==> config.mk <==
export PLATFORM = sky130hd
export DESIGN_NAME = spi_adc_responder
export DESIGN_NICKNAME = d
export VERILOG_FILES = /design/src/rtl/spi_adc_pkg.sv /design/src/rtl/spi_in_sync.sv /design/src/rtl/spi_adc_responder.sv
export SDC_FILE = /design/constraint.sdc
export NUM_CORES = 1
export LEC_CHECK = 0
export ABC_AREA = 1
export BUFFER_PORTS_ARGS = -buffer_cell sky130_fd_sc_hd__clkbuf_2
export CAP_MARGIN = 20
export CORE_UTILIZATION = 40
export DETAILED_ROUTE_END_ITERATION = 7
export PLACE_DENSITY = 0.63
export SLEW_MARGIN = 10
export SYNTH_ARGS = -nofsm -noshare
export SYNTH_HDL_FRONTEND = slang
export SYNTH_SLANG_ARGS = --single-unit
==> constraint.sdc <==
create_clock -name clk_i -period 3.5 [get_ports clk_i]
set_input_delay 0.35 -clock clk_i [delete_from_list [all_inputs] [get_ports clk_i]]
set_output_delay 0.35 -clock clk_i [all_outputs]
set_load 0.02 [all_outputs]
==> src/rtl/spi_adc_pkg.sv <==
// ============================================================================
// spi_adc_pkg : shared types for the SPI ADC responder
// Revision    : 1.0
// ============================================================================
`default_nettype none

package spi_adc_pkg;

  typedef enum logic [1:0] {
    ST_IDLE    = 2'd0,
    ST_CONVERT = 2'd1,
    ST_SHIFT   = 2'd2
  } state_t;

  localparam int FRAME_BITS_DEF = 16;

  typedef logic signed [15:0] sample_t;

endpackage

`default_nettype wire

==> src/rtl/spi_in_sync.sv <==
// ============================================================================
// spi_in_sync : multi-flop synchronizer with level, rise and fall outputs
// Revision    : 1.0
// ============================================================================
`default_nettype none

module spi_in_sync #(
  parameter int SYNC_STAGES = 2
) (
  input  logic clk_i,
  input  logic reset_i,
  input  logic d_i,
  output logic level_o,
  output logic rise_o,
  output logic fall_o
);

  logic [SYNC_STAGES-1:0] r_sync;
  logic                   r_prev;

  always_ff @(posedge clk_i) begin
    if (reset_i) begin
      r_sync <= '0;
      r_prev <= 1'b0;
    end else begin
      r_sync[0] <= d_i;
      for (int i = 1; i < SYNC_STAGES; i++) begin
        r_sync[i] <= r_sync[i-1];
      end
      r_prev <= r_sync[SYNC_STAGES-1];
    end
  end

  assign level_o = r_sync[SYNC_STAGES-1];
  assign rise_o  = level_o & ~r_prev;
  assign fall_o  = ~level_o & r_prev;

endmodule

`default_nettype wire

==> src/rtl/spi_adc_responder.sv <==
// ============================================================================
// spi_adc_responder : SPI ADC stand-in serving streamed 16-bit samples on MISO
// Revision          : 1.0
// ============================================================================
`default_nettype none

module spi_adc_responder
  import spi_adc_pkg::*;
#(
  parameter int SYNC_STAGES = 2,
  parameter int T_CONV      = 35,
  parameter int FRAME_BITS  = FRAME_BITS_DEF
) (
  input  logic        clk_i,
  input  logic        reset_i,
  input  logic        cnv_i,
  input  logic        spi_clk_i,
  input  logic        spi_mosi_i,
  output logic        spi_miso_o,
  input  logic [15:0] sample_i,
  input  logic        sample_valid_i,
  output logic        sample_ready_o,
  output logic        busy_o,
  output logic        frame_done_o,
  output logic        underrun_o,
  output logic [15:0] frame_count_o,
  output logic [7:0]  err_count_o
);

  localparam int CNT_W = $clog2(T_CONV + 1);
  localparam int BIT_W = (FRAME_BITS > 1) ? $clog2(FRAME_BITS) : 1;

  logic w_cnv_level, w_cnv_rise, w_cnv_fall;
  logic w_sclk_level, w_sclk_rise, w_sclk_fall;
  logic w_mosi_level, w_mosi_rise, w_mosi_fall;

  spi_in_sync #(.SYNC_STAGES(SYNC_STAGES)) u_cnv_sync (
    .clk_i(clk_i), .reset_i(reset_i), .d_i(cnv_i),
    .level_o(w_cnv_level), .rise_o(w_cnv_rise), .fall_o(w_cnv_fall)
  );

  spi_in_sync #(.SYNC_STAGES(SYNC_STAGES)) u_sclk_sync (
    .clk_i(clk_i), .reset_i(reset_i), .d_i(spi_clk_i),
    .level_o(w_sclk_level), .rise_o(w_sclk_rise), .fall_o(w_sclk_fall)
  );

  spi_in_sync #(.SYNC_STAGES(SYNC_STAGES)) u_mosi_sync (
    .clk_i(clk_i), .reset_i(reset_i), .d_i(spi_mosi_i),
    .level_o(w_mosi_level), .rise_o(w_mosi_rise), .fall_o(w_mosi_fall)
  );

  logic w_unused;
  assign w_unused = w_cnv_level ^ w_sclk_level ^ w_sclk_rise ^ w_mosi_rise ^ w_mosi_fall;

  state_t                r_state;
  sample_t               r_hold;
  sample_t               r_last;
  logic                  r_full;
  logic [FRAME_BITS-1:0] r_shift;
  logic [CNT_W-1:0]      r_cnt;
  logic [BIT_W-1:0]      r_bit;
  logic                  r_mosi_err;

  logic w_transfer;
  logic w_full_next;
  logic w_err_inc;

  // A transfer in the latch cycle only happens when empty, so the new sample stays held.
  assign w_transfer  = sample_valid_i & sample_ready_o;
  assign w_full_next = w_transfer | (r_full & ~w_cnv_rise);

  always_ff @(posedge clk_i) begin
    if (reset_i) begin
      r_hold         <= '0;
      r_full         <= 1'b0;
      sample_ready_o <= 1'b1;
    end else begin
      if (w_transfer) begin
        r_hold <= sample_i;
      end
      r_full         <= w_full_next;
      sample_ready_o <= ~w_full_next;
    end
  end

  // Event priority: cnv rise > cnv fall > sclk fall; at most one error per cycle.
  always_comb begin
    w_err_inc = 1'b0;
    if (w_cnv_rise) begin
      w_err_inc = (r_state == ST_SHIFT);
    end else if (w_cnv_fall) begin
      w_err_inc = (r_state == ST_CONVERT) && (r_cnt < CNT_W'(T_CONV));
    end else if (w_sclk_fall) begin
      w_err_inc = (r_state == ST_SHIFT) && !w_mosi_level && !r_mosi_err;
    end
  end

  always_ff @(posedge clk_i) begin
    if (reset_i) begin
      r_state       <= ST_IDLE;
      r_last        <= '0;
      r_shift       <= '0;
      r_cnt         <= '0;
      r_bit         <= '0;
      r_mosi_err    <= 1'b0;
      spi_miso_o    <= 1'b0;
      busy_o        <= 1'b0;
      frame_done_o  <= 1'b0;
      underrun_o    <= 1'b0;
      frame_count_o <= '0;
      err_count_o   <= '0;
    end else begin
      frame_done_o <= 1'b0;
      underrun_o   <= 1'b0;

      if (w_err_inc && (err_count_o != 8'hFF)) begin
        err_count_o <= err_count_o + 8'd1;
      end

      if (w_cnv_rise) begin
        r_state    <= ST_CONVERT;
        busy_o     <= 1'b1;
        spi_miso_o <= 1'b0;
        r_cnt      <= '0;
        r_mosi_err <= 1'b0;
        if (r_full) begin
          r_shift <= FRAME_BITS'(r_hold);
          r_last  <= r_hold;
        end else begin
          r_shift    <= FRAME_BITS'(r_last);
          underrun_o <= 1'b1;
        end
      end else begin
        unique case (r_state)
          ST_IDLE: begin
            spi_miso_o <= 1'b0;
          end
          ST_CONVERT: begin
            if (r_cnt != CNT_W'(T_CONV)) begin
              r_cnt <= r_cnt + CNT_W'(1);
            end
            if (w_cnv_fall) begin
              r_state    <= ST_SHIFT;
              r_bit      <= '0;
              spi_miso_o <= r_shift[FRAME_BITS-1];
            end
          end
          ST_SHIFT: begin
            if (w_sclk_fall) begin
              if (!w_mosi_level) begin
                r_mosi_err <= 1'b1;
              end
              r_shift <= {r_shift[FRAME_BITS-2:0], 1'b0};
              if (r_bit == BIT_W'(FRAME_BITS - 1)) begin
                r_state       <= ST_IDLE;
                busy_o        <= 1'b0;
                spi_miso_o    <= 1'b0;
                frame_done_o  <= 1'b1;
                frame_count_o <= frame_count_o + 16'd1;
              end else begin
                r_bit      <= r_bit + BIT_W'(1);
                spi_miso_o <= r_shift[FRAME_BITS-2];
              end
            end
          end
          default: begin
            r_state    <= ST_IDLE;
            busy_o     <= 1'b0;
            spi_miso_o <= 1'b0;
          end
        endcase
      end
    end
  end

endmodule

`default_nettype wire
==> results.py, run 1 <==
metrics = {
    "run_status": {
        "status": "completed",
    },
    "die": {
        "core_area_um2": 10400,
        "placementRows": 37,
        "start_util": 0.416,
        "die-height_um": 106,
        "io_pins": 51,
        "die-area_um2": 11200,
        "fp.dieW_um": 106,
    },
    "clocking": {
        "post_cts_resized": 0,
        "tritoncts_clock_tree": "built",
        "tritoncts_num_sinks": 99,
        "cts_root_buf": "sky130_fd_sc_hd__clkbuf_8",
        "cts_hold_repair.buffers": 0,
        "cts.htree.levels": 3,
        "cts_inserted_buffers": 9,
        "post-cts-setup-buffers": 0,
        "cts.clk_slew.worst_paths_ns": 0.10,
        "cts_buffer_depth": 2,
        "clk-insertion-delay-late_ns": 0.36,
    },
    "placed_design": {
        "io_buffers": 50,
        "hpwl_after_detailed_placement_um": 6120,
        "gp_congestion": 0.802,
    },
    "logic_synthesis": {
        "synth.net_count": 614,
        "synthesis.area_um2": 4310,
        "netlist.area_leader.share": 0.460,
        "synthTopCellsByArea": "sky130_fd_sc_hd__dfxtp_1, sky130_fd_sc_hd__nand2_1, sky130_fd_sc_hd__a21oi_1",
        "synth_area_per_cell_um2": 7.37,
        "most_repeated_cell_in_the_gate_level_netlist_after_synthesis": "sky130_fd_sc_hd__nand2_1",
        "synth-edff-count": 0,
        "ys_types": 35,
        "synth_cells": 585,
        "synthTopCellsByCount": "sky130_fd_sc_hd__nand2_1, sky130_fd_sc_hd__dfxtp_1, sky130_fd_sc_hd__nor2_1",
        "synth_ff_type": "sky130_fd_sc_hd__dfxtp_1",
        "yosysSeqAreaShare": 0.460,
        "yosys.area.top_type": "sky130_fd_sc_hd__dfxtp_1",
        "synthArstFlopShare": 0,
        "ys_ff_latch": 99,
        "yosysWarningCount": 0,
    },
    "critical_path": {
        "worstPathBufferInverterCount": 2,
        "slowest_stage": "sky130_fd_sc_hd__nand2_1",
        "crit_path_max_fanout": 30,
        "count_of_cell_instances_traversed_by_the_critical_path": 6,
        "series_of_cell_instances_along_the_critical_path": "inv_1, nor2_4, inv_2, nand2_1, o21ai_0, a31oi_1",
        "timing_worst_setup_path_type": "reg2reg",
        "critPathLaunchType": "register",
        "worstPathArrival_ns": 2.11,
        "critical_path_required_ns": 3.71,
        "critical-path-top-delay-family": "simple AND/OR/NAND/NOR gates",
        "critical_path.endpoint_type": "register",
        "r2r_cells": 6,
        "cpPeakStageDelay_ns": 0.53,
    },
    "flow_run": {
        "drv.max_cap_violation_count": 0,
    },
    "routing": {
        "post_drt_wl_per_cell_um": 11.3,
        "drt_drc_violations_left": 0,
        "detail_route.vias_per_cell": 4.85,
        "detail_route.wirelength_um": 8650,
        "antenna_violating_nets_post_route": 0,
        "detailed_route_iter0_violations": 165,
        "firstDrtPassIters": 5,
        "dr_total_vias": 3708,
    },
    "power_and_ir_drop": {
        "leakage_nw": 1.99,
        "powerDensity_nw_per_um2": 441,
        "irDropWorstVdd_mv": 0.180,
        "total_power_consumption_of_the_routed_design_w": 0.00212,
    },
    "cells_and_area": {
        "layout.nets": 652,
        "share_of_layout_cells_above_drive_strength_1": 0.161,
        "antennaDiodeCount": 0,
        "syn2layout_area_growth_pct": 11.9,
        "fillCellCount": 1064,
        "postLayoutCoreUtil": 0.465,
    },
    "sta": {
        "fraction_of_the_cycle_the_final_worst_path_needs": 0.545,
        "max_slew_margin": 0.484,
        "max_freq_ghz": 0.524,
        "min_period_ns": 1.91,
        "timing_hold_violations_final": 0,
        "grt_setup_unrepaired": "no",
        "slew_violations": 0,
        "tightestPinTransition_ns": 0.773,
        "setup_viol_count_final": 0,
        "setup_total_neg_slack_ns": 0,
        "clock-skew-final_ns": 0.0124,
    },
    "global_routing": {
        "initial_antenna_violation_count": 0,
        "grt_max_degree": 46,
        "grt_pass1_vias": 3364,
        "grt_remaining_overflow": 0,
        "grt_first_pass_wirelength_um": 15200,
        "grt_usage": 0.166,
    },
    "hold_path": {
        "timing.hold.worst_path_depth": 3,
        "worst_hold_path_type": "in2reg",
    },
}
## registers in the layout, indices dropped and copies added, names as in the netlist, 4 cells and up
register,cells
frame_count_o,16
r_hold,16
r_last,16
r_shift,16
err_count_o,8
r_cnt,6
r_bit,4
## through the flow
stage | cells | hold WS [ns] | setup slack (ns) | instance area (µm²)
3_3_place_gp | 748 | 0.410 | 1.74 | 4630
6_report | 764 | 0.172 | 1.59 | 4820
2_1_floorplan | 585 | 0.388 | 1.94 | 4310
4_1_cts | 764 | 0.157 | 1.60 | 4820
3_5_place_dp | 748 | 0.406 | 1.61 | 4630
5_1_grt | 764 | 0.167 | 1.37 | 4820
## worst register-to-register path: cells and delay by family (launching register included)
kind | cells | cell delay [ns]
DFF | 1 | 0.32
AOI/OAI and AO/OA | 2 | 0.45
buffers and inverters | 2 | 0.38
and+or+nand+nor | 2 | 0.62
## path summary, 6_finish.rpt
check / to / from / slack, ns
worst min register to register: u_mosi_sync.r_sync[1]$_SDFF_PP0_ / u_mosi_sync.r_sync[0]$_SDFF_PP0_ / 0.42
worst max register to register: r_shift[14]$_SDFFE_PP0P_ / u_cnv_sync.r_sync[1]$_SDFF_PP0_ / 1.59
worst max-delay path: r_shift[14]$_SDFFE_PP0P_ / u_cnv_sync.r_sync[1]$_SDFF_PP0_ / 1.59
worst min-delay path: u_cnv_sync.r_sync[0]$_SDFF_PP0_ / cnv_i / 0.17
## layout make-up
cell class | instances | area (µm²) | area share
inverter | 58 | 223 | 0.0462
multi-input combinational | 402 | 1980 | 0.410
tap | 136 | 170 | 0.0353
clock buffer | 9 | 124 | 0.0257
timing repair buffer | 53 | 273 | 0.0565
clock inverter | 7 | 73.8 | 0.0153
sequential | 99 | 1980 | 0.411
## cells in the final DEF, fill, tap and decap left out, types with 2 or more instances in the layout
| cell type | synthesis | layout |
|---|---|---|
| sky130_fd_sc_hd__clkbuf_8 | 0 | 9 |
| sky130_fd_sc_hd__ha_1 | 7 | 7 |
| sky130_fd_sc_hd__dfxtp_1 | 99 | 99 |
| sky130_fd_sc_hd__nor2_2 | 9 | 9 |
| sky130_fd_sc_hd__clkinv_2 | 0 | 2 |
| sky130_fd_sc_hd__nor3_1 | 7 | 7 |
| sky130_fd_sc_hd__inv_6 | 1 | 4 |
| sky130_fd_sc_hd__a31oi_1 | 6 | 6 |
| sky130_fd_sc_hd__xnor2_1 | 2 | 2 |
| sky130_fd_sc_hd__nand2_1 | 104 | 104 |
| sky130_fd_sc_hd__clkbuf_2 | 0 | 50 |
| sky130_fd_sc_hd__nand2_2 | 6 | 6 |
| sky130_fd_sc_hd__buf_4 | 0 | 3 |
| sky130_fd_sc_hd__nand3_1 | 21 | 21 |
| sky130_fd_sc_hd__inv_2 | 3 | 3 |
| sky130_fd_sc_hd__xor2_1 | 6 | 6 |
| sky130_fd_sc_hd__nand4_1 | 8 | 8 |
| sky130_fd_sc_hd__nor2_4 | 3 | 3 |
| sky130_fd_sc_hd__nand3_2 | 5 | 5 |
| sky130_fd_sc_hd__inv_1 | 54 | 54 |
| sky130_fd_sc_hd__o21ai_0 | 48 | 48 |
| sky130_fd_sc_hd__nor2_1 | 86 | 86 |
| sky130_fd_sc_hd__a21oi_1 | 74 | 74 |
## cells by family (layout without fill, tap and decap cells)
kind of cell / count (synthesis) / count (layout) / synth area share
adders and majority gates: 7 / 7 / 0.0203
AOI/OAI and AO/OA: 132 / 132 / 0.157
and+or+nand+nor: 255 / 255 / 0.266
buffers and inverters: 84 / 127 / 0.0813
DFF: 99 / 99 / 0.460
xor gates and xnor gates: 8 / 8 / 0.0163
## metal layers
metal | part of all wire | routed length [µm] | track usage
met5 | 0 | 0 | 0
met4 | 0.0082 | 71 | 0.0476
met3 | 0.037 | 323 | 0.0334
met2 | 0.47 | 4030 | 0.273
met1 | 0.49 | 4230 | 0.218
## power breakdown
part | leakage, nW | switching [W] | total (W) | internal [W]
Combinational | 1.08 | 0.000122 | 0.000181 | 0.0000598
Sequential | 0.806 | 0.0000290 | 0.00120 | 0.00117
Clock | 0.100 | 0.000408 | 0.000744 | 0.000336
Total | 1.99 | 0.000559 | 0.00212 | 0.00157
No activity file was read; power rests on OpenSTA's default activity.
==> run 2: changes to the inputs <==
- PLACE_DENSITY: 0.63 -> 0.66
- clock period: 3.5 -> 1.6 ns (I/O delays scaled with it)
==> run 2 against run 1 <==
Effect of this change: critical path depth is 3 higher; non-clock buffer count is 22 higher; sequential share of layout area is 1.7 points lower; clock skew is 0.0024 ns lower; via count is 4.6% higher; critical endpoint is now frame_count_o[14]$_SDFFE_PP0P_.
==> results.py, run 2 (same netlist as run 1, synthesis figures left out) <==
metrics = {
    "global_routing": {
        "initial_antenna_violation_count": 0,
        "grt_remaining_overflow": 0,
        "grt_pass1_vias": 3522,
        "grt_max_degree": 36,
        "grt_first_pass_wirelength_um": 15200,
        "grt_usage": 0.169,
    },
    "die": {
        "placementRows": 37,
        "die-height_um": 106,
        "fp.dieW_um": 106,
        "start_util": 0.416,
        "die-area_um2": 11200,
        "io_pins": 51,
        "core_area_um2": 10400,
    },
    "clocking": {
        "cts_root_buf": "sky130_fd_sc_hd__clkbuf_8",
        "cts_buffer_depth": 2,
        "cts.clk_slew.worst_paths_ns": 0.09,
        "cts_inserted_buffers": 9,
        "tritoncts_num_sinks": 99,
        "tritoncts_clock_tree": "built",
        "cts.htree.levels": 3,
        "clk-insertion-delay-late_ns": 0.37,
    },
    "cells_and_area": {
        "fillCellCount": 1045,
        "design_area_um2": 5050,
        "share_of_layout_cells_above_drive_strength_1": 0.210,
        "final_common_cell": "sky130_fd_sc_hd__nand2_1",
        "syn2layout_area_growth_pct": 17.2,
        "layout_common_cells": "sky130_fd_sc_hd__nand2_1, sky130_fd_sc_hd__dfxtp_1, sky130_fd_sc_hd__nor2_1",
        "antennaDiodeCount": 0,
        "layout.nets": 674,
        "layout.cells.non_filler": 785,
    },
    "sta": {
        "slew_violations": 0,
        "clock-skew-final_ns": 0.0100,
        "setup_viol_count_final": 0,
        "fraction_of_the_cycle_the_final_worst_path_needs": 0.958,
        "grt_setup_unrepaired": "yes",
        "tightestPinTransition_ns": 0.382,
        "max_freq_ghz": 0.652,
        "setup_total_neg_slack_ns": 0,
        "timing_hold_violations_final": 0,
        "worst_hold_slack_ns": 0.0301,
        "min_period_ns": 1.53,
        "max_slew_margin": 0.745,
    },
    "placed_design": {
        "io_buffers": 50,
        "hpwl_after_detailed_placement_um": 6390,
        "dpl.cell_count": 766,
        "gp_congestion": 0.881,
        "placement.cell_area_um2": 4770,
    },
    "run_status": {
        "status": "completed",
    },
    "power_and_ir_drop": {
        "powerDensity_nw_per_um2": 891,
        "combinationalPowerShare": 0.104,
        "netSwitchingPower_w": 0.00120,
        "leakage_nw": 2.11,
        "p_int_w": 0.00330,
        "irDropWorstVdd_mv": 0.579,
        "p_seq_frac": 0.580,
        "swShare": 0.267,
        "clock_group_share_of_total_power": 0.316,
    },
    "critical_path": {
        "cpPeakStageDelay_ns": 0.36,
        "worstPathBufferInverterCount": 1,
        "timing_worst_setup_path_type": "reg2reg",
        "reg2reg_setup_slack_ns": 0.07,
        "critical_path_required_ns": 1.87,
        "crit_path_max_fanout": 4,
        "critical_path.endpoint_type": "register",
        "worstPathArrival_ns": 1.80,
        "slowest_stage": "sky130_fd_sc_hd__dfxtp_2",
        "worst_r2r_startpoint": "r_bit[0]$_SDFFE_PP0P_",
        "rr_endpoint": "frame_count_o[14]$_SDFFE_PP0P_",
        "r2r_cells": 9,
        "critPathLaunchType": "register",
        "critPathMostFrequentCell": "sky130_fd_sc_hd__nand2_2",
        "series_of_cell_instances_along_the_critical_path": "ha_2, nand3_1, nor2_2, nand2_2, buf_4, nor2_4, nand2_2, o21ai_1, nor2_1",
        "critical-path-top-delay-family": "simple AND/OR/NAND/NOR gates",
    },
    "hold_path": {
        "whs_endpoint": "r_hold[10]$_SDFFE_PP0P_",
        "worst_hold_path_type": "in2reg",
        "timing.hold.worst_path_depth": 3,
        "min_delay_src": "sample_i[10]",
    },
    "routing": {
        "dr_total_vias": 3880,
        "firstDrtPassIters": 6,
        "detail_route.vias_per_cell": 4.94,
        "antenna_violating_nets_post_route": 0,
        "detail_route.wirelength_um": 9020,
        "detailed_route_iter0_violations": 153,
        "drt_drc_violations_left": 0,
        "post_drt_wl_per_cell_um": 11.5,
    },
    "flow_run": {
        "drv.max_cap_violation_count": 0,
    },
}
run 2: cell type report:
| class | instances | area, µm² | share of cell area |
|---|---|---|---|
| Clock buffer | 10 | 128 | 0.0253 |
| Clock inverter | 5 | 40.0 | 0.00792 |
| Inverter | 58 | 223 | 0.0441 |
| Multi-Input combinational cell | 402 | 2040 | 0.404 |
| Sequential cell | 99 | 1990 | 0.393 |
| Tap cell | 136 | 170 | 0.0337 |
| Timing Repair Buffer | 75 | 462 | 0.0914 |
run 2: how the worst max path moves through the flow:
stage,cells past startpoint,slack [ns],to,start
3_3_place_gp,10,0.04,frame_count_o[4]$_SDFFE_PP0P_,r_state[0]$_SDFFE_PP0P_
5_1_grt,9,-0.02,err_count_o[0]$_SDFFE_PP0P_,r_state[1]$_SDFFE_PP0P_
4_1_cts,10,0.01,frame_count_o[4]$_SDFFE_PP0P_,r_state[0]$_SDFFE_PP0P_
2_1_floorplan,8,0.04,frame_count_o[14]$_SDFFE_PP0P_,frame_count_o[1]$_SDFFE_PP0P_
6_report,9,0.07,frame_count_o[14]$_SDFFE_PP0P_,r_bit[0]$_SDFFE_PP0P_
3_5_place_dp,11,-0.002,err_count_o[1]$_SDFFE_PP0P_,r_state[0]$_SDFFE_PP0P_
run 2: layer usage:
layer	share of wire	GRT usage	vias to the layer above	routed length [µm]
met3	0.043	0.0495	8	389
li1	-	-	2015	-
met2	0.48	0.288	87	4320
met5	0	0	-	0
met1	0.47	0.202	1770	4220
met4	0.0096	0.0595	0	87
run 2: worst min-delay path, delay by kind of cell:
kind	cells	cell delay, ns
AO/OA/AOI/OAI	1	0.07
AND/OR/NAND/NOR	1	0.07
buffers and inverters	1	0.07
run 2: power groups by stage:
| stage | Sequential (W) | Combinational (W) | Clock [W] |
|---|---|---|---|
| 4_1_cts | 0.00261 | 0.000453 | 0.00149 |
| 3_3_place_gp | 0.00266 | 0.000435 | 0 |
| 5_1_grt | 0.00263 | 0.000533 | 0.00158 |
| 3_5_place_dp | 0.00266 | 0.000445 | 0 |
| 6_report | 0.00261 | 0.000466 | 0.00143 |
| 2_1_floorplan | 0.00267 | 0.000310 | 0 |
run 2: what timing repair did:
action	in CTS	in global routing
buffers inserted	0	1
endpoints found under the setup margin	4	18
gates resized for setup	1	24
endpoints found under the hold margin	3	0
hold buffers	3	0
pin swaps	0	4
run 2: stage by stage:
step / total power (W) / utilization / setup slack (ns)
floorplan: 0.00298 / - / 0.0359
global placement: 0.00310 / 0.460 / 0.0446
detailed placement: 0.00311 / 0.460 / -0.00152
CTS: 0.00455 / 0.480 / 0.0125
global route: 0.00474 / 0.487 / -0.0159
finish: 0.00450 / 0.487 / 0.0666
